==> config.mk <==
export PLATFORM = sky130hd
export DESIGN_NAME = mult_share_ctrl
export DESIGN_NICKNAME = d
export VERILOG_FILES = /design/src/rtl/mult_share_ctrl_pkg.sv /design/src/rtl/mult_share_ctrl_rr_arbiter.sv /design/src/rtl/mult_share_ctrl.sv
export SDC_FILE = /design/constraint.sdc
export NUM_CORES = 1
export LEC_CHECK = 0
export ABC_AREA = 1
export CORE_MARGIN = 5
export CORE_UTILIZATION = 40
export CTS_CLUSTER_SIZE = 10
export DETAILED_ROUTE_END_ITERATION = 12
export PLACE_DENSITY = 0.73
export SLEW_MARGIN = 20
export SYNTH_ARGS = -nofsm -noshare
export SYNTH_HDL_FRONTEND = slang
export SYNTH_SLANG_ARGS = --single-unit
==> constraint.sdc <==
create_clock -name clk -period 6.1 [get_ports clk]
set_clock_uncertainty 0.1 [all_clocks]
set_input_delay 1.83 -clock clk [delete_from_list [all_inputs] [get_ports clk]]
set_output_delay 1.83 -clock clk [all_outputs]
set_load 0.05 [all_outputs]
==> src/rtl/mult_share_ctrl_pkg.sv <==
// mult_share_ctrl_pkg: shared widths and FSM encoding for the shared-multiplier controller.
package mult_share_ctrl_pkg;
    localparam int MUL_W  = 16;
    localparam int PROD_W = 32;
    localparam int ID_W   = 3;
    typedef enum logic [1:0] {IDLE, RUN, RESP} state_t;
endpackage

==> src/rtl/mult_share_ctrl_rr_arbiter.sv <==
// rr_arbiter: combinational round-robin pick of the first set request at or after ptr.
module rr_arbiter
    import mult_share_ctrl_pkg::*;
#(
    parameter int NREQ = 4
) (
    input  logic [NREQ-1:0] req,
    input  logic [ID_W-1:0] ptr,
    output logic [NREQ-1:0] grant,
    output logic [ID_W-1:0] idx,
    output logic            valid
);
    int best;
    always_comb begin
        best  = NREQ;
        idx   = '0;
        for (int k = 0; k < NREQ; k++) begin
            if (req[k] && ((k + NREQ - int'(ptr)) % NREQ) < best) begin
                best = (k + NREQ - int'(ptr)) % NREQ;
                idx  = ID_W'(k);
            end
        end
        valid = |req;
        grant = valid ? (NREQ'(1) << idx) : '0;
    end
endmodule

==> src/rtl/mult_share_ctrl.sv <==
// mult_share_ctrl: shares one 16x16 multiplier among NREQ requesters with round-robin grant,
// settle/timeout handling and a valid/ready response bus.
module mult_share_ctrl
    import mult_share_ctrl_pkg::*;
#(
    parameter int NREQ    = 4,
    parameter int SETTLE  = 2,
    parameter int TIMEOUT = 15
) (
    input  logic                   clk,
    input  logic                   rst_n,
    input  logic [NREQ-1:0]        req,
    input  logic [NREQ*MUL_W-1:0]  op_a,
    input  logic [NREQ*MUL_W-1:0]  op_b,
    output logic [NREQ-1:0]        ack,
    output logic                   resp_valid,
    input  logic                   resp_ready,
    output logic [ID_W-1:0]        resp_id,
    output logic [PROD_W-1:0]      resp_data,
    output logic                   resp_err,
    output logic                   mul_en,
    output logic [MUL_W-1:0]       mul_a,
    output logic [MUL_W-1:0]       mul_b,
    input  logic                   mul_rdy,
    input  logic [PROD_W-1:0]      mul_p
);
    state_t          state;
    logic [ID_W-1:0] rr_ptr;
    logic [7:0]      cnt;
    logic [7:0]      timer;
    logic [NREQ-1:0] grant;
    logic [ID_W-1:0] idx;
    logic            valid;

    rr_arbiter #(.NREQ(NREQ)) u_arb (
        .req   (req),
        .ptr   (rr_ptr),
        .grant (grant),
        .idx   (idx),
        .valid (valid)
    );

    // resp_id doubles as the owner of the in-flight op, so it is latched at grant time
    always_ff @(posedge clk or negedge rst_n) begin
        if (!rst_n) begin
            state      <= IDLE;
            rr_ptr     <= '0;
            ack        <= '0;
            resp_valid <= 1'b0;
            resp_id    <= '0;
            resp_data  <= '0;
            resp_err   <= 1'b0;
            mul_en     <= 1'b0;
            mul_a      <= '0;
            mul_b      <= '0;
            cnt        <= '0;
            timer      <= '0;
        end else begin
            ack <= '0;
            case (state)
                IDLE: if (valid) begin
                    mul_a   <= op_a[int'(idx)*MUL_W +: MUL_W];
                    mul_b   <= op_b[int'(idx)*MUL_W +: MUL_W];
                    ack     <= grant;
                    resp_id <= idx;
                    cnt     <= '0;
                    timer   <= '0;
                    mul_en  <= 1'b1;
                    state   <= RUN;
                end
                RUN: begin
                    cnt   <= mul_rdy ? cnt + 8'd1 : '0;
                    timer <= timer + 8'd1;
                    if (mul_rdy && cnt == 8'(SETTLE - 1)) begin
                        resp_data  <= mul_p;
                        resp_err   <= 1'b0;
                        mul_en     <= 1'b0;
                        resp_valid <= 1'b1;
                        state      <= RESP;
                    end else if (timer == 8'(TIMEOUT - 1)) begin
                        resp_data  <= '0;
                        resp_err   <= 1'b1;
                        mul_en     <= 1'b0;
                        resp_valid <= 1'b1;
                        state      <= RESP;
                    end
                end
                RESP: if (resp_ready) begin
                    resp_valid <= 1'b0;
                    rr_ptr     <= (int'(resp_id) == NREQ - 1) ? '0 : resp_id + 1'b1;
                    state      <= IDLE;
                end
                default: state <= IDLE;
            endcase
        end
    end
endmodule

==> results.py <==
metrics = {
    "sta": {
        "timing.setup.tns_ps": 0,
        "slew_viol_final": 0,
        "worstMarginPinSlew_ps": 972,
        "timing.final.setup_violations": 0,
        "grt_setup_unrepaired": "no",
        "fin_worst_hold_slack_ps": 390,
        "timing.final.crit_share_pct": 90.7,
        "layout_min_cycle_time_ps": 5530,
        "hold_violation_total_from_the_final_report": 0,
        "clock.fmax_ghz": 0.181,
        "slew_headroom_pct": 34.8,
    },
    "logic_synthesis": {
        "syn_avg_cell_area_um2": 7.59,
        "synth_top_family_by_area": "simple AND/OR/NAND/NOR gates",
        "synth_async_sr_flop_share_pct": 100,
        "synth_seq_area_share_pct": 42.6,
        "yosys-top-cells-area": "sky130_fd_sc_hd__dfrtp_1 43%, sky130_fd_sc_hd__nand2_1 11%, sky130_fd_sc_hd__inv_1 6.9%",
        "synth-seq-cells": 93,
        "synth_top_flop_cell": "sky130_fd_sc_hd__dfrtp_1",
        "synth-compound-area-share_pct": 14.3,
        "synth.yosys.warnings": 0,
        "post_synth_fa_ha_maj_area_fraction_pct": 2.75,
        "synth_mux_area_share_pct": 0,
        "synth_simple_gate_area_share_pct": 28.8,
        "yosysUniqueCellTypes": 32,
        "yosys.area_share.xor_xnor_pct": 0.160,
        "gate_count_post_synth": 719,
        "netlist_area_um2": 5460,
        "synth-edff-count": 0,
        "post-synth-top-area-cell": "sky130_fd_sc_hd__dfrtp_1",
        "post-synth-top-area-fraction_pct": 42.6,
    },
    "setup_path": {
        "reg2regPathDepth": 32,
        "timing.critical_path.from_type": "input pin",
        "worstPathMaxFanout": 41,
        "cp_data_required_time_ps": 6260,
        "critPathKind": "in2reg",
        "worstSetupEndpointType": "register",
        "cp.arrival_ps": 5690,
    },
    "detailed_routing": {
        "num_vias": 5633,
        "drc": 0,
        "drtIter0Drc": 332,
        "detail_route.vias_per_cell": 5.03,
        "routed_wl_um": 18300,
        "wire_per_inst_um": 16.4,
        "first_pass_iters": 4,
        "detail-route-antenna-nets": 0,
    },
    "cts": {
        "cts_max_path_buffers": 2,
        "post_cts_hold_buffer_count": 0,
        "cts-htree-levels": 3,
        "clock_latency_ps": 340,
        "cts_inserted_buffers": 9,
        "cts_post_setup_buffers_inserted": 0,
        "clock_edge_transition_at_the_registers_on_the_reported_setup_and_hold_paths_ps": 70,
        "sinks_on_clock_net": 93,
        "cts_root_buffer": "sky130_fd_sc_hd__clkbuf_16",
        "cts_tree": "yes",
        "post_cts_resize_count": 0,
    },
    "pwr": {
        "p_leak_nw": 3.97,
        "power.share.sequential_pct": 24.9,
        "internal_power_mw": 2.05,
        "combinational_share_of_power_pct": 61.7,
        "p_sw_share_pct": 50.8,
        "irDropWorstVdd_v": 0.000250,
        "cellPowerDensity_nw_per_um2": 505,
        "net_switching_power_mw": 2.12,
        "power_frac_clock_pct": 13.4,
    },
    "die": {
        "dieArea_um2": 16100,
        "dieWidth_um": 127,
        "design.portCount": 242,
        "rows": 42,
        "floorplan.initialDensity_pct": 41.1,
        "die_h_um": 127,
        "placeableCoreArea_um2": 13300,
    },
    "global_routing": {
        "grt_overflow_total": 0,
        "gr-usage-all-layers_pct": 22.2,
        "first_pass_grt_wire_length_um": 28900,
        "vias_in_the_first_global_route": 5494,
        "initial_antenna_violation_count": 0,
        "maximum_number_of_pins_on_one_net_before_global_route_repair": 90,
    },
    "run_status": {
        "status": "finished, final reports clean",
    },
    "hold_path": {
        "min_path_cells": 2,
        "hold_path.class": "reg2reg",
    },
    "place": {
        "gp_congestion": 0.842,
        "dp_hpwl_um": 13000,
        "io_buffers": 240,
    },
    "layout": {
        "layout_stage_area_growth_over_the_synthesis_result_pct": 51.3,
        "nets_final": 1119,
        "drive_gt1_share_pct": 6.36,
        "antenna-diode-count": 0,
    },
    "job": {
        "drv.max_cap_violation_count": 0,
    },
}
[layer usage]
| layer | vias up | wire length (um) | GRT usage, % | part of all wire [%] |
|---|---|---|---|---|
| met5 | - | 0 | 0 | 0 |
| met4 | 0 | 467 | 7.89 | 2.5 |
| met3 | 32 | 938 | 3.74 | 5.1 |
| met2 | 168 | 8860 | 37.0 | 48 |
| met1 | 2637 | 8070 | 29.3 | 44 |
| li1 | 2796 | - | - | - |
[placed cells by master (no fill, tap or decap), drive strengths merged, types with 14 or more instances in the layout]
cell type / n
clkdlybuf4s50: 239
nand2: 164
inv: 105
dfrtp: 93
nor2: 65
nand3: 47
a21oi: 33
a22o: 32
nand4: 27
or2: 25
o2111ai: 25
o21ai: 14
[Yosys cell counts (2+ instances only)]
cell type / number
sky130_fd_sc_hd__nand4_1: 27
sky130_fd_sc_hd__or2_2: 25
sky130_fd_sc_hd__conb_1: 2
sky130_fd_sc_hd__nand3_1: 47
sky130_fd_sc_hd__buf_1: 4
sky130_fd_sc_hd__a31oi_1: 2
sky130_fd_sc_hd__a21oi_1: 33
sky130_fd_sc_hd__nand2_1: 160
sky130_fd_sc_hd__clkbuf_1: 28
sky130_fd_sc_hd__nor4_1: 3
sky130_fd_sc_hd__inv_1: 101
sky130_fd_sc_hd__nand2_4: 2
sky130_fd_sc_hd__nor3_1: 11
sky130_fd_sc_hd__nor2_1: 65
sky130_fd_sc_hd__o2111ai_1: 25
sky130_fd_sc_hd__buf_2: 10
sky130_fd_sc_hd__buf_6: 4
sky130_fd_sc_hd__nand2_2: 2
sky130_fd_sc_hd__o21ai_0: 14
sky130_fd_sc_hd__ha_1: 12
sky130_fd_sc_hd__a22o_1: 32
sky130_fd_sc_hd__o22ai_1: 2
sky130_fd_sc_hd__dfrtp_1: 93
sky130_fd_sc_hd__nand3b_1: 7
[metrics by stage]
| stage | std cells | power (mW) | setup slack (ps) | cell area [um2] | utilization (%) |
|---|---|---|---|---|---|
| 4_1_cts | 1120 | 4.20 | 593 | 8260 | 62.1 |
| 3_5_place_dp | 1104 | 3.63 | 251 | 7970 | 59.9 |
| 3_3_place_gp | 1104 | 3.60 | 419 | 7970 | 59.9 |
| 5_1_grt | 1120 | 4.44 | 165 | 8260 | 62.1 |
| 6_report | 1120 | 4.17 | 569 | 8260 | 62.1 |
| 2_1_floorplan | 724 | 2.78 | 947 | 5480 | - |
[worst paths after layout]
check,end,slack (ps),startpoint
hold / removal,mul_b[13]$_DFFE_PN0P_,390,mul_b[13]$_DFFE_PN0P_
max in group asynchronous,rr_ptr[0]$_DFFE_PN0P_,3460,rst_n
setup reg to reg,mul_b[14]$_DFFE_PN0P_,1840,rr_ptr[0]$_DFFE_PN0P_
min in group asynchronous,mul_a[10]$_DFFE_PN0P_,1490,rst_n
setup / recovery,mul_a[12]$_DFFE_PN0P_,570,req[0]
hold reg to reg,mul_b[13]$_DFFE_PN0P_,390,mul_b[13]$_DFFE_PN0P_
[cell type report]
class,count,area (um2)
clock buffers,10,239
clock inverters,6,52.6
fillers,1203,5040
inverters,103,387
multi-input cells,481,2550
flip-flops and latches,93,2330
well taps,176,220
repair buffers,251,2480
[sequential cells by signal, summed over array words and instances, names as in the netlist, 4 cells and up]
| name | flops |
|---|---|
| resp_data | 32 |
| mul_a | 16 |
| mul_b | 16 |
| cnt | 8 |
| timer | 8 |
| ack | 4 |
[worst max-delay path, stage by stage]
cell and delay [ps]:
sky130_fd_sc_hd__clkdlybuf4s50_1 470, sky130_fd_sc_hd__ha_1 290, sky130_fd_sc_hd__nand2_1 60, sky130_fd_sc_hd__nand2_1 40, sky130_fd_sc_hd__nand2_1 70, sky130_fd_sc_hd__nand2_1 60, sky130_fd_sc_hd__inv_1 90, sky130_fd_sc_hd__nor2_1 60
sky130_fd_sc_hd__a22oi_1 210, sky130_fd_sc_hd__ha_1 280, sky130_fd_sc_hd__nand2_1 70, sky130_fd_sc_hd__nand2_1 40, sky130_fd_sc_hd__nand2_1 50, sky130_fd_sc_hd__nand2_1 50, sky130_fd_sc_hd__nand2_1 70, sky130_fd_sc_hd__nand2_2 140
sky130_fd_sc_hd__o21ai_0 220, sky130_fd_sc_hd__ha_1 260, sky130_fd_sc_hd__nand2_1 60, sky130_fd_sc_hd__nand2_1 50, sky130_fd_sc_hd__nand2_2 80, sky130_fd_sc_hd__nand2_4 220, sky130_fd_sc_hd__nand2_4 470, sky130_fd_sc_hd__nand2_1 110
sky130_fd_sc_hd__nand2_1 90, sky130_fd_sc_hd__nand2_1 70, sky130_fd_sc_hd__a21oi_1 130
[power groups by stage]
stage	Sequential, mW	Combinational [mW]	Clock, mW
floorplan	1.81	0.966	0
global placement	1.04	2.56	0
detailed placement	1.05	2.58	0
CTS	1.04	2.59	0.568
global route	1.07	2.78	0.593
finish	1.04	2.57	0.558
[cell families (layout without fill, tap and decap cells)]
| family | Yosys count | in the layout |
|---|---|---|
| XOR/XNOR | 1 | 1 |
| AND/OR/NAND/NOR | 350 | 350 |
| other | 2 | 7 |
| adder cells (fa/ha/maj) | 12 | 12 |
| flip-flops | 93 | 93 |
| buffers and inverters | 150 | 370 |
| AO/OA/AOI/OAI | 111 | 111 |
(Power assumes the default switching activity.)
